$ cat config.mk
export PLATFORM = sky130hd
export DESIGN_NAME = stopwatch_ctrl
export DESIGN_NICKNAME = d
export VERILOG_FILES = /design/src/rtl/stopwatch_ctrl.sv
export SDC_FILE = /design/constraint.sdc
export NUM_CORES = 1
export LEC_CHECK = 0
export BUFFER_PORTS_ARGS = -buffer_cell sky130_fd_sc_hd__buf_4
export CAP_MARGIN = 20
export CORE_ASPECT_RATIO = 0.9
export CORE_UTILIZATION = 30
export DETAILED_ROUTE_END_ITERATION = 8
export SETUP_SLACK_MARGIN = 0.02
export SLEW_MARGIN = 25
export SYNTH_ARGS = -nofsm -noshare
export SYNTH_HDL_FRONTEND = slang
export SYNTH_SLANG_ARGS = --single-unit
$ cat constraint.sdc
create_clock -name clock -period 3.25 [get_ports clock]
set_clock_uncertainty 0.15 [all_clocks]
set_input_delay 0.1625 -clock clock [delete_from_list [all_inputs] [get_ports clock]]
set_output_delay 0.1625 -clock clock [all_outputs]
set_load 0.02 [all_outputs]
$ cat src/rtl/stopwatch_ctrl.sv
`default_nettype none
// +---------------------------------------------------------------------------+
// | stopwatch_ctrl: stopwatch/countdown control FSM, ms tick and preset; rev 1.0|
// +---------------------------------------------------------------------------+
module stopwatch_ctrl #(
  parameter int TICK_DIV = 100000,
  parameter int MAX_MS   = 5999999
) (
  input  logic        clock,
  input  logic        reset,
  input  logic        startstop,
  input  logic        prog,
  input  logic        up,
  input  logic        inc,
  input  logic        min,
  input  logic        clear,
  input  logic [22:0] t_ms,
  output logic        tick_ms,
  output logic        count_en,
  output logic        count_up,
  output logic        load,
  output logic [22:0] load_val,
  output logic [2:0]  state,
  output logic        zero
);

  typedef enum logic [2:0] {
    S_IDLE  = 3'd0,
    S_RUN   = 3'd1,
    S_PAUSE = 3'd2,
    S_PROG  = 3'd3,
    S_DONE  = 3'd4
  } state_t;

  localparam int             CW        = (TICK_DIV > 1) ? $clog2(TICK_DIV) : 1;
  localparam logic [CW-1:0]  TICK_LAST = CW'(TICK_DIV - 1);
  localparam logic [22:0]    MAX_V     = 23'(MAX_MS);
  localparam logic [23:0]    STEP_MIN  = 24'd60000;
  localparam logic [23:0]    STEP_SEC  = 24'd1000;

  state_t          state_q, state_d;
  logic            count_up_q, count_up_d;
  logic            load_q, load_d;
  logic [22:0]     load_val_q, load_val_d;
  logic [22:0]     preset_q, preset_d;
  logic [CW-1:0]   tick_cnt_q, tick_cnt_d;
  logic            ss_prev_q, inc_prev_q, min_prev_q, clr_prev_q;

  logic            ss_rise, inc_rise, min_rise, clr_rise;
  logic [23:0]     preset_sum;
  logic [22:0]     clr_val;
  logic            at_limit;

  assign ss_rise  = startstop & ~ss_prev_q;
  assign inc_rise = inc       & ~inc_prev_q;
  assign min_rise = min       & ~min_prev_q;
  assign clr_rise = clear     & ~clr_prev_q;

  assign clr_val  = count_up_q ? 23'd0 : preset_q;
  assign at_limit = count_up_q ? (t_ms >= MAX_V) : (t_ms == 23'd0);

  assign tick_ms  = (state_q == S_RUN) && (tick_cnt_q == TICK_LAST);
  assign count_en = tick_ms & ~load_q & ~at_limit;
  assign count_up = count_up_q;
  assign load     = load_q;
  assign load_val = load_val_q;
  assign state    = state_q;
  assign zero     = (state_q == S_DONE);

  always_comb begin
    state_d    = state_q;
    count_up_d = count_up_q;
    load_d     = 1'b0;
    load_val_d = load_val_q;
    preset_d   = preset_q;
    preset_sum = {1'b0, preset_q} + (min_rise ? STEP_MIN : STEP_SEC);

    unique case (state_q)
      S_IDLE: begin
        if (clr_rise) begin
          load_d     = 1'b1;
          load_val_d = clr_val;
        end else if (ss_rise) begin
          state_d    = S_RUN;
          count_up_d = up;
        end else if (prog) begin
          state_d = S_PROG;
        end
      end
      S_RUN: begin
        if (clr_rise) begin
          load_d     = 1'b1;
          load_val_d = clr_val;
        end else if (ss_rise) begin
          state_d = S_PAUSE;
        end else if (!count_up_q && (t_ms == 23'd0)) begin
          state_d = S_DONE;
        end
      end
      S_PAUSE: begin
        if (clr_rise) begin
          state_d    = S_IDLE;
          load_d     = 1'b1;
          load_val_d = clr_val;
        end else if (ss_rise) begin
          state_d = S_RUN;
        end else if (prog) begin
          state_d = S_PROG;
        end
      end
      S_PROG: begin
        // min wins over inc; overshooting the limit wraps the preset to zero
        if (min_rise || inc_rise) begin
          preset_d = (preset_sum > {1'b0, MAX_V}) ? 23'd0 : preset_sum[22:0];
        end
        if (!prog) begin
          state_d    = S_IDLE;
          load_d     = 1'b1;
          load_val_d = up ? 23'd0 : preset_q;
        end
      end
      S_DONE: begin
        if (ss_rise || clr_rise) begin
          state_d    = S_IDLE;
          load_d     = 1'b1;
          load_val_d = preset_q;
        end
      end
      default: state_d = S_IDLE;
    endcase

    if (load_d) begin
      tick_cnt_d = '0;
    end else if (state_q == S_RUN) begin
      tick_cnt_d = (tick_cnt_q == TICK_LAST) ? '0 : tick_cnt_q + 1'b1;
    end else begin
      tick_cnt_d = tick_cnt_q;
    end
  end

  always_ff @(posedge clock or negedge reset) begin
    if (!reset) begin
      state_q    <= S_IDLE;
      count_up_q <= 1'b1;
      load_q     <= 1'b0;
      load_val_q <= 23'd0;
      preset_q   <= 23'd0;
      tick_cnt_q <= '0;
      ss_prev_q  <= 1'b0;
      inc_prev_q <= 1'b0;
      min_prev_q <= 1'b0;
      clr_prev_q <= 1'b0;
    end else begin
      state_q    <= state_d;
      count_up_q <= count_up_d;
      load_q     <= load_d;
      load_val_q <= load_val_d;
      preset_q   <= preset_d;
      tick_cnt_q <= tick_cnt_d;
      ss_prev_q  <= startstop;
      inc_prev_q <= inc;
      min_prev_q <= min;
      clr_prev_q <= clear;
    end
  end

endmodule
`default_nettype wire
# [Yosys cells after proc, flatten, opt, wreduce, memory -nomap -nowiden]
# Cells that the tools add are included.
[word_totals] out_inout_bits=31 elab_cells=78 reg_bits=72 romBits=0 latch_bits=0 input_bits=31 mem_count=0 mem_bits_rw=0
[classes] reduce_logical=14 bitwise_logic=13 n_lt_le_gt_ge=2 addsub=2 div_mod_pow=0 eq_ne=11 n_mul=0 n_shift=0 mux=26
[op_table] operator="23-bit 2-to-1 mux" count=6
[op_table] operator="23-bit one-hot mux with 3 select lines" count=1
[op_table] operator="17-bit 2-to-1 mux" count=3
[op_table] operator="3-bit 2-to-1 mux" count=9
[op_table] operator="23-bit by 16-bit adder with 24-bit output" count=1
[op_table] operator="24-bit by 23-bit > comparator with 1-bit output (second input constant)" count=1
[op_table] operator="23-bit >= comparator (second input constant)" count=1
[op_table] operator="23-bit logical NOT" count=1
[op_table] operator="17-bit by 1-bit adder with 17-bit output (second input constant)" count=1
[op_table] operator="17-bit == test (second input constant)" count=1
[op_table] operator="16-bit 2-to-1 mux" count=1
[op_table] operator="3-bit one-hot mux with 5 select lines" count=1
[op_table] operator="1-bit NOT" count=7
[op_table] operator="1-bit bitwise AND" count=6
[op_table] operator="3-bit by 2-bit == test with 1-bit output (second input constant)" count=2
[op_table] operator="2-bit inequality test (second input constant)" count=3
[op_table] operator="5-bit AND reduction" count=1
[op_table] operator="1-bit 2-to-1 mux" count=4
[op_table] operator="2-bit by 1-bit inequality test with 1-bit output (second input constant)" count=2
[op_table] operator="4-bit AND reduction" count=1
[op_table] operator="3-bit by 1-bit == test with 1-bit output (second input constant)" count=1
[op_table] operator="3-bit == test (second input constant)" count=1
[op_table] operator="3-bit logical NOT" count=1
[op_table] operator="3-bit by 2-bit inequality test with 1-bit output (second input constant)" count=1
[op_table] operator="9 further kinds" count=11

# [Logic depth before layout (Yosys ltp)]
# Gate-level depths: netlist (run 1).
[depth] depth_word=6 mapped_depth=15 depth_no_buf=12

# [Worst setup path after synthesis (run 1)]
# Ideal clock, no wire load.
[synth_path] path_kind="reg-to-reg" start="register min_prev_q" end="register preset_q[20]" synth_period_minus_slack_ns=3.306 stages_incl_launch_ff=16 path_slack_ns=-0.056 t_required_ns=2.974 arrival_time_ns=3.030 path_buffers=3 setup_time_ns=0.126 cell_sequence="dfrtp_1 -> nand2b_1 -> inv_1 -> ha_1 -> buf_2 -> nand4_1 -> nor2_1 -> a21oi_2 -> or4b_1 -> buf_2 -> nor2b_4 -> or3_4 -> o41ai_2 -> buf_6 -> nor2_1 -> a221o_1"
[synth_via] elab_chain_len=6 elab_cells_between_ends=8 cone_classes="add/sub: 1; order compare: 1; mux: 2; bitwise: 2; reduce/logical: 2"
[synth_lines] element="start, declared" line="47" source="logic ss_prev_q, inc_prev_q, min_prev_q, clr_prev_q;"
[synth_lines] element="start signal, assigned" line="162" source="min_prev_q <= min;"
[synth_lines] element="1-bit NOT (*)" line="56" source="assign min_rise = min & ~min_prev_q;"
[synth_lines] element="1-bit bitwise AND (*)" line="56"
[synth_lines] element="16-bit 2-to-1 mux" line="76" source="preset_sum = {1'b0, preset_q} + (min_rise ? STEP_MIN : STEP_SEC);"
[synth_lines] element="23-bit by 16-bit adder with 24-bit output" line="76"
[synth_lines] element="24-bit by 23-bit > comparator with 1-bit output" line="114" source="preset_d = (preset_sum > {1'b0, MAX_V}) ? 23'd0 : preset_sum[22:0];"
[synth_lines] element="23-bit 2-to-1 mux" line="114"
[synth_lines] element="end signal, assigned" line="158" source="preset_q <= preset_d;"
[synth_lines] element="end, declared" line="45" source="logic [22:0] preset_q, preset_d;"
# Mark *: on every way between the ends. The rest lies on a longest branch, timed or not.
# A chain may end at the register's enable or synchronous reset.

# [Worst setup path in the final report (run 1)]
# Ends and elaborated chain as after synthesis.

==> flow_summary.json, run 1 <==
{
  "status": "complete, but fails checks",
  "violations": "negative setup slack",
  "synth_seq_cells": 67,
  "grt_pass1_wl_um": 17200,
  "p_leak_uw": 0.00237,
  "final_cells": 732,
  "post-place-cells": 707,
  "hold_viol": 0,
  "path_max_fanout": 8,
  "yosysSeqAreaShare": 0.421,
  "peakVddDrop_uv": 251,
  "fill_cells": 1275,
  "synth_area_leaders": "dfrtp_1 (41%), nand2_1 (9.0%), o21ai_0 (5.0%), nand3_1 (4.7%), a21oi_1 (3.1%)",
  "fin_nets": 603,
  "drt_iter0_drc": 189,
  "worstMarginPinSlew_ns": 0.874,
  "hpwl_um": 7410,
  "rsz0062_at_grt": "true",
  "drc": 0,
  "grt_pass1_vias": 3655,
  "fin_crit_sh": 1.02,
  "synth_cells": 479,
  "combinationalPowerShare": 0.456,
  "numClockSinks": 67,
  "ys.flop_type": "dfrtp_1",
  "grtUsageTotal": 0.158,
  "routed_wl_um": 10500,
  "power_density_nw_per_um2": 772,
  "synth-edff-count": 0,
  "synthMostInstantiatedCell": "nand2_1",
  "yosysWarnings": 0,
  "start_util": 0.310,
  "wl_per_cell_um": 14.3,
  "io_buffers": 61,
  "setup_viol": 10,
  "antenna_cells": 0,
  "worstSkewPairLatency_ns": 0.33,
  "setup-tns-final_ns": -0.337,
  "layout-drive-gt1-share": 0.238,
  "power.switching_uw": 1620,
  "via_per_inst": 5.14,
  "slew_viol_final": 0,
  "p_sw_frac": 0.402,
  "avgSynthCellArea_um2": 8.31,
  "ios": 62,
  "setup_slack_ns": -0.0751,
  "place.gp.congestion": 0.887,
  "required_ns": 3.31,
  "syn_area_um2": 3980,
  "synth_commonest_cells": "nand2_1 (95), dfrtp_1 (66), o21ai_0 (40)",
  "regArea_um2": 1680,
  "yosysTopAreaCell": "dfrtp_1",
  "antenna_found_initial": 0,
  "arrival_ns": 3.39,
  "die_x_um": 123,
  "cp-start-kind": "register",
  "detail-route-antenna-nets": 0,
  "fmax_ghz": 0.301,
  "cap_violations": 0,
  "crit_path_end_kind": "register",
  "cts-root-buf": "clkbuf_16",
  "cts_tree": "done",
  "ctsHtreeMaxLevel": 3,
  "intPower_uw": 2400,
  "p_seq_frac": 0.319,
  "std_cell_rows": 39,
  "area_growth_pct": 30.7,
  "cts.clk_slew.worst_paths_ns": 0.05,
  "slew_headroom": 0.417,
  "core_um2": 12800,
  "p_total_uw": 4020,
  "synth_top_area_share": 0.415,
  "crit_type": "reg -> reg",
  "synth_nets": 519,
  "async_reset_ff_frac": 1.00,
  "numCtsBuffers": 9,
  "grt_max_degree": 68,
  "drtPass1Iterations": 4,
  "synth_cell_types": 59,
  "grt_overflow": 0,
  "fin_crit_ns": 3.33,
  "die_area_um2": 13700,
  "hold_path_class": "in -> reg",
  "clkPwrFrac": 0.225,
  "multiInputGateArea_um2": 2230,
  "die_y_um": 111,
  "clk_path_buf_depth": 2,
  "vias": 3760
}
[cell type report]
type                    instances  area share
multi-input cells             373       0.429
well taps                     164      0.0394
repair buffers                101       0.149
flip-flops and latches         67       0.322
clock inverters                 2     0.00192
inverters                      11     0.00793
clock buffers                  14      0.0507
[worst paths after layout]
kind,depth (start not counted),end,slack (ns),from
max in group asynchronous,2,preset_q[15],2.03,reset
worst max register to register,13,preset_q[20],-0.08,min_prev_q
worst min register to register,2,load_val[11],0.32,load_val[11]
worst max-delay path,13,preset_q[20],-0.08,min_prev_q
min in group asynchronous,2,tick_cnt_q[9],0.32,reset
worst min-delay path,3,state[0],0.05,prog
[worst max-delay path, cell delays in order, from the launching register on]
cell      delay (ns)
dfrtp_1         0.32
nand2b_4        0.17
inv_1           0.12
ha_1            0.36
nand4_1         0.15
nor2_1          0.17
a21oi_2         0.10
or4b_1          0.54
nor2b_4         0.15
or3_4           0.40
o41ai_2         0.07
buf_4           0.21
nor2_1          0.05
a221o_1         0.25
[power by group through the flow]
stage	registers, uW	logic [uW]	clock network (uW)
final	1280	1830	903
after global routing	1310	2020	960
after CTS	1270	1730	931
after detailed placement	1290	1710	0
after global placement	1280	1690	0
after floorplan	1320	997	0
[sequential cells by signal, summed over array words and instances (netlist names)]
register	cells
ss_prev_q	1
clr_prev_q	1
state	3
inc_prev_q	1
load	1
load_val	21
count_up	1
preset_q	20
min_prev_q	1
tick_cnt_q	17
[placed cells by master (no fill, tap or decap), drive strengths merged, types with 7 or more instances in the layout]
cell type  netlist  final
ha               9      9
inv             11     11
xnor2            7      7
nor2            26     26
nor3            11     11
a21oi           27     27
nand4            7      7
dfrtp           66     66
and3            11     11
a31oi            9      9
buf             12     95
xor2             8      8
nor2b            9      9
o21ai           43     43
nand3           37     37
o31ai           13     13
clkbuf          16     14
nand2           96     96
[per-layer routing]
layer  wire length [um]  global-route usage  share of wire
met1               4810               0.199           0.46
met2               5050               0.266           0.48
met5                  0                   0              0
met3                464              0.0412          0.044
met4                135              0.0410          0.013
[timing repair]
item | in CTS | in global routing
hold buffers | 6 | 0
pin swaps | 0 | 8
gates resized for setup | 2 | 15
hold endpoints to repair | 71 | 0
buffers inserted | 0 | 3
endpoints found under the setup margin | 8 | 19
[kinds of logic after synthesis]
family,after synthesis,share of synthesized area
xor gates and xnor gates,15,0.0330
AOI/OAI and AO/OA,121,0.194
and+or+nand+nor,226,0.274
adders and majority gates,9,0.0283
buffers and inverters,39,0.0437
DFF,67,0.421
muxes,2,0.00534
[per-stage QoR]
stage               hold slack, ns  area, um2  worst slack, ns  utilization
floorplan                   -0.283       3990           0.0277            -
global placement             0.132       4750          -0.0133        0.370
detailed placement           0.134       4750          -0.0453        0.370
CTS                         0.0301       5090          -0.0609        0.397
global route                 0.105       5200           -0.251        0.405
finish                      0.0533       5200          -0.0751        0.405
Power figures use the tool's default switching activity.
==> run 2: changes to the inputs <==
Settings changed: CORE_MARGIN set to 4, CTS_CLUSTER_SIZE set to 40.
Clock period 3.25 ns to 3.6 ns, I/O delays scaled along.
==> flow_summary.json, run 2 (synthesized netlist as in run 1, its figures left out) <==
{
  "start_util": 0.310,
  "drc": 0,
  "grt_overflow": 0,
  "fin_crit_sh": 0.955,
  "layout-drive-gt1-share": 0.215,
  "cp-start-kind": "register",
  "slew_headroom": 0.431,
  "setup-tns-final_ns": 0,
  "antenna_found_initial": 0,
  "grt_pass1_wl_um": 17900,
  "peakVddDrop_uv": 238,
  "cap_violations": 0,
  "crit_path_end_kind": "register",
  "die_x_um": 129,
  "worstMarginPinSlew_ns": 0.854,
  "die_y_um": 117,
  "wl_per_cell_um": 14.9,
  "slew_viol_final": 0,
  "drtPass1Iterations": 5,
  "detail-route-antenna-nets": 0,
  "crit_type": "reg -> reg",
  "ctsHtreeMaxLevel": 3,
  "grtUsageTotal": 0.144,
  "ios": 62,
  "arrival_ns": 3.49,
  "fmax_ghz": 0.291,
  "grt_max_degree": 68,
  "cts_tree": "done",
  "status": "finished, final reports clean",
  "numClockSinks": 67,
  "final_common_cell": "nand2_1",
  "power_density_nw_per_um2": 711,
  "grt_pass1_vias": 3716,
  "place.gp.congestion": 0.891,
  "cts-root-buf": "clkbuf_16",
  "final_cells": 718,
  "area_growth_pct": 28.8,
  "worstSkewPairLatency_ns": 0.33,
  "post-place-cells": 691,
  "std_cell_rows": 39,
  "die_area_um2": 15200,
  "antenna_cells": 0,
  "layout_common_cells": "nand2_1 (95), buf_4 (79), dfrtp_1 (66)",
  "required_ns": 3.65,
  "p_leak_uw": 0.00233,
  "numCtsBuffers": 9,
  "rsz0062_at_grt": "false",
  "clk_path_buf_depth": 2,
  "setup_viol": 0,
  "fin_nets": 589,
  "hold_viol": 0,
  "largest_reg_flops": 21,
  "fill_cells": 1289,
  "routed_wl_um": 10700,
  "path_max_fanout": 5,
  "holdWs_ns": 0.0708,
  "hold_path_class": "in -> reg",
  "core_um2": 12800,
  "cts.clk_slew.worst_paths_ns": 0.05,
  "io_buffers": 61,
  "hpwl_um": 7540,
  "via_per_inst": 5.35,
  "fin_crit_ns": 3.44,
  "vias": 3838,
  "drt_iter0_drc": 493
}
[run 2: area by class of cell]
class	count	area (um2)	area share
clock buffers	15	278	0.0542
clock inverters	1	30.0	0.00586
inverters	11	41.3	0.00805
multi-input cells	373	2220	0.432
flip-flops and latches	67	1680	0.327
well taps	164	205	0.0400
repair buffers	87	678	0.132
[run 2: per-stage QoR]
stage | utilization | power [uW] | worst slack [ns] | instance area, um2
finish | 0.399 | 3650 | 0.163 | 5130
global route | 0.399 | 3900 | 0.000806 | 5130
CTS | 0.389 | 3560 | 0.0575 | 4990
detailed placement | 0.360 | 2620 | 0.0890 | 4620
global placement | 0.360 | 2590 | 0.152 | 4620
floorplan | - | 2090 | 0.294 | 3980
[run 2: timing repair]
action	4_1_cts	5_1_grt
setup buffers	0	4
gates resized for setup	0	18
setup endpoints to repair	0	18
hold endpoints to repair	71	0
hold buffers	6	0
[run 2: routing by layer]
metal	share of wire	global-route usage	vias up
met5	0	0	-
met2	0.48	0.246	107
met1	0.46	0.188	1864
met3	0.057	0.0318	10
met4	0.0080	0.0360	0
li1	-	-	1857
[run 2: path summary, 6_finish.rpt]
path | start | endpoint | slack, ns | cells after the start
worst max-delay path | min_prev_q | preset_q[20] | 0.16 | 13
worst min-delay path | prog | state[0] | 0.07 | 3
worst max register to register | min_prev_q | preset_q[20] | 0.16 | 13
worst min register to register | load_val[15] | load_val[15] | 0.32 | 2
max in group asynchronous | reset | preset_q[17] | 2.38 | 2
min in group asynchronous | reset | load | 0.34 | 2
[run 2: worst max-delay path: stages (launching register included)]
cell      delay (ns)
dfrtp_1         0.35
nand2b_4        0.17
ha_4            0.18
ha_2            0.20
o311ai_4        0.27
a21oi_2         0.14
o31ai_2         0.27
o31ai_2         0.14
nor4_2          0.31
a31oi_2         0.17
o41ai_4         0.43
buf_4           0.21
nor2_1          0.05
a221o_1         0.26
[run 2: report_power, final]
part / switching [uW] / total [uW] / internal, uW / leakage (uW)
sequential: 230 / 1170 / 938 / 0.000865
combinational: 929 / 1570 / 641 / 0.00132
clock: 316 / 910 / 594 / 0.000150
total: 1470 / 3650 / 2170 / 0.00233
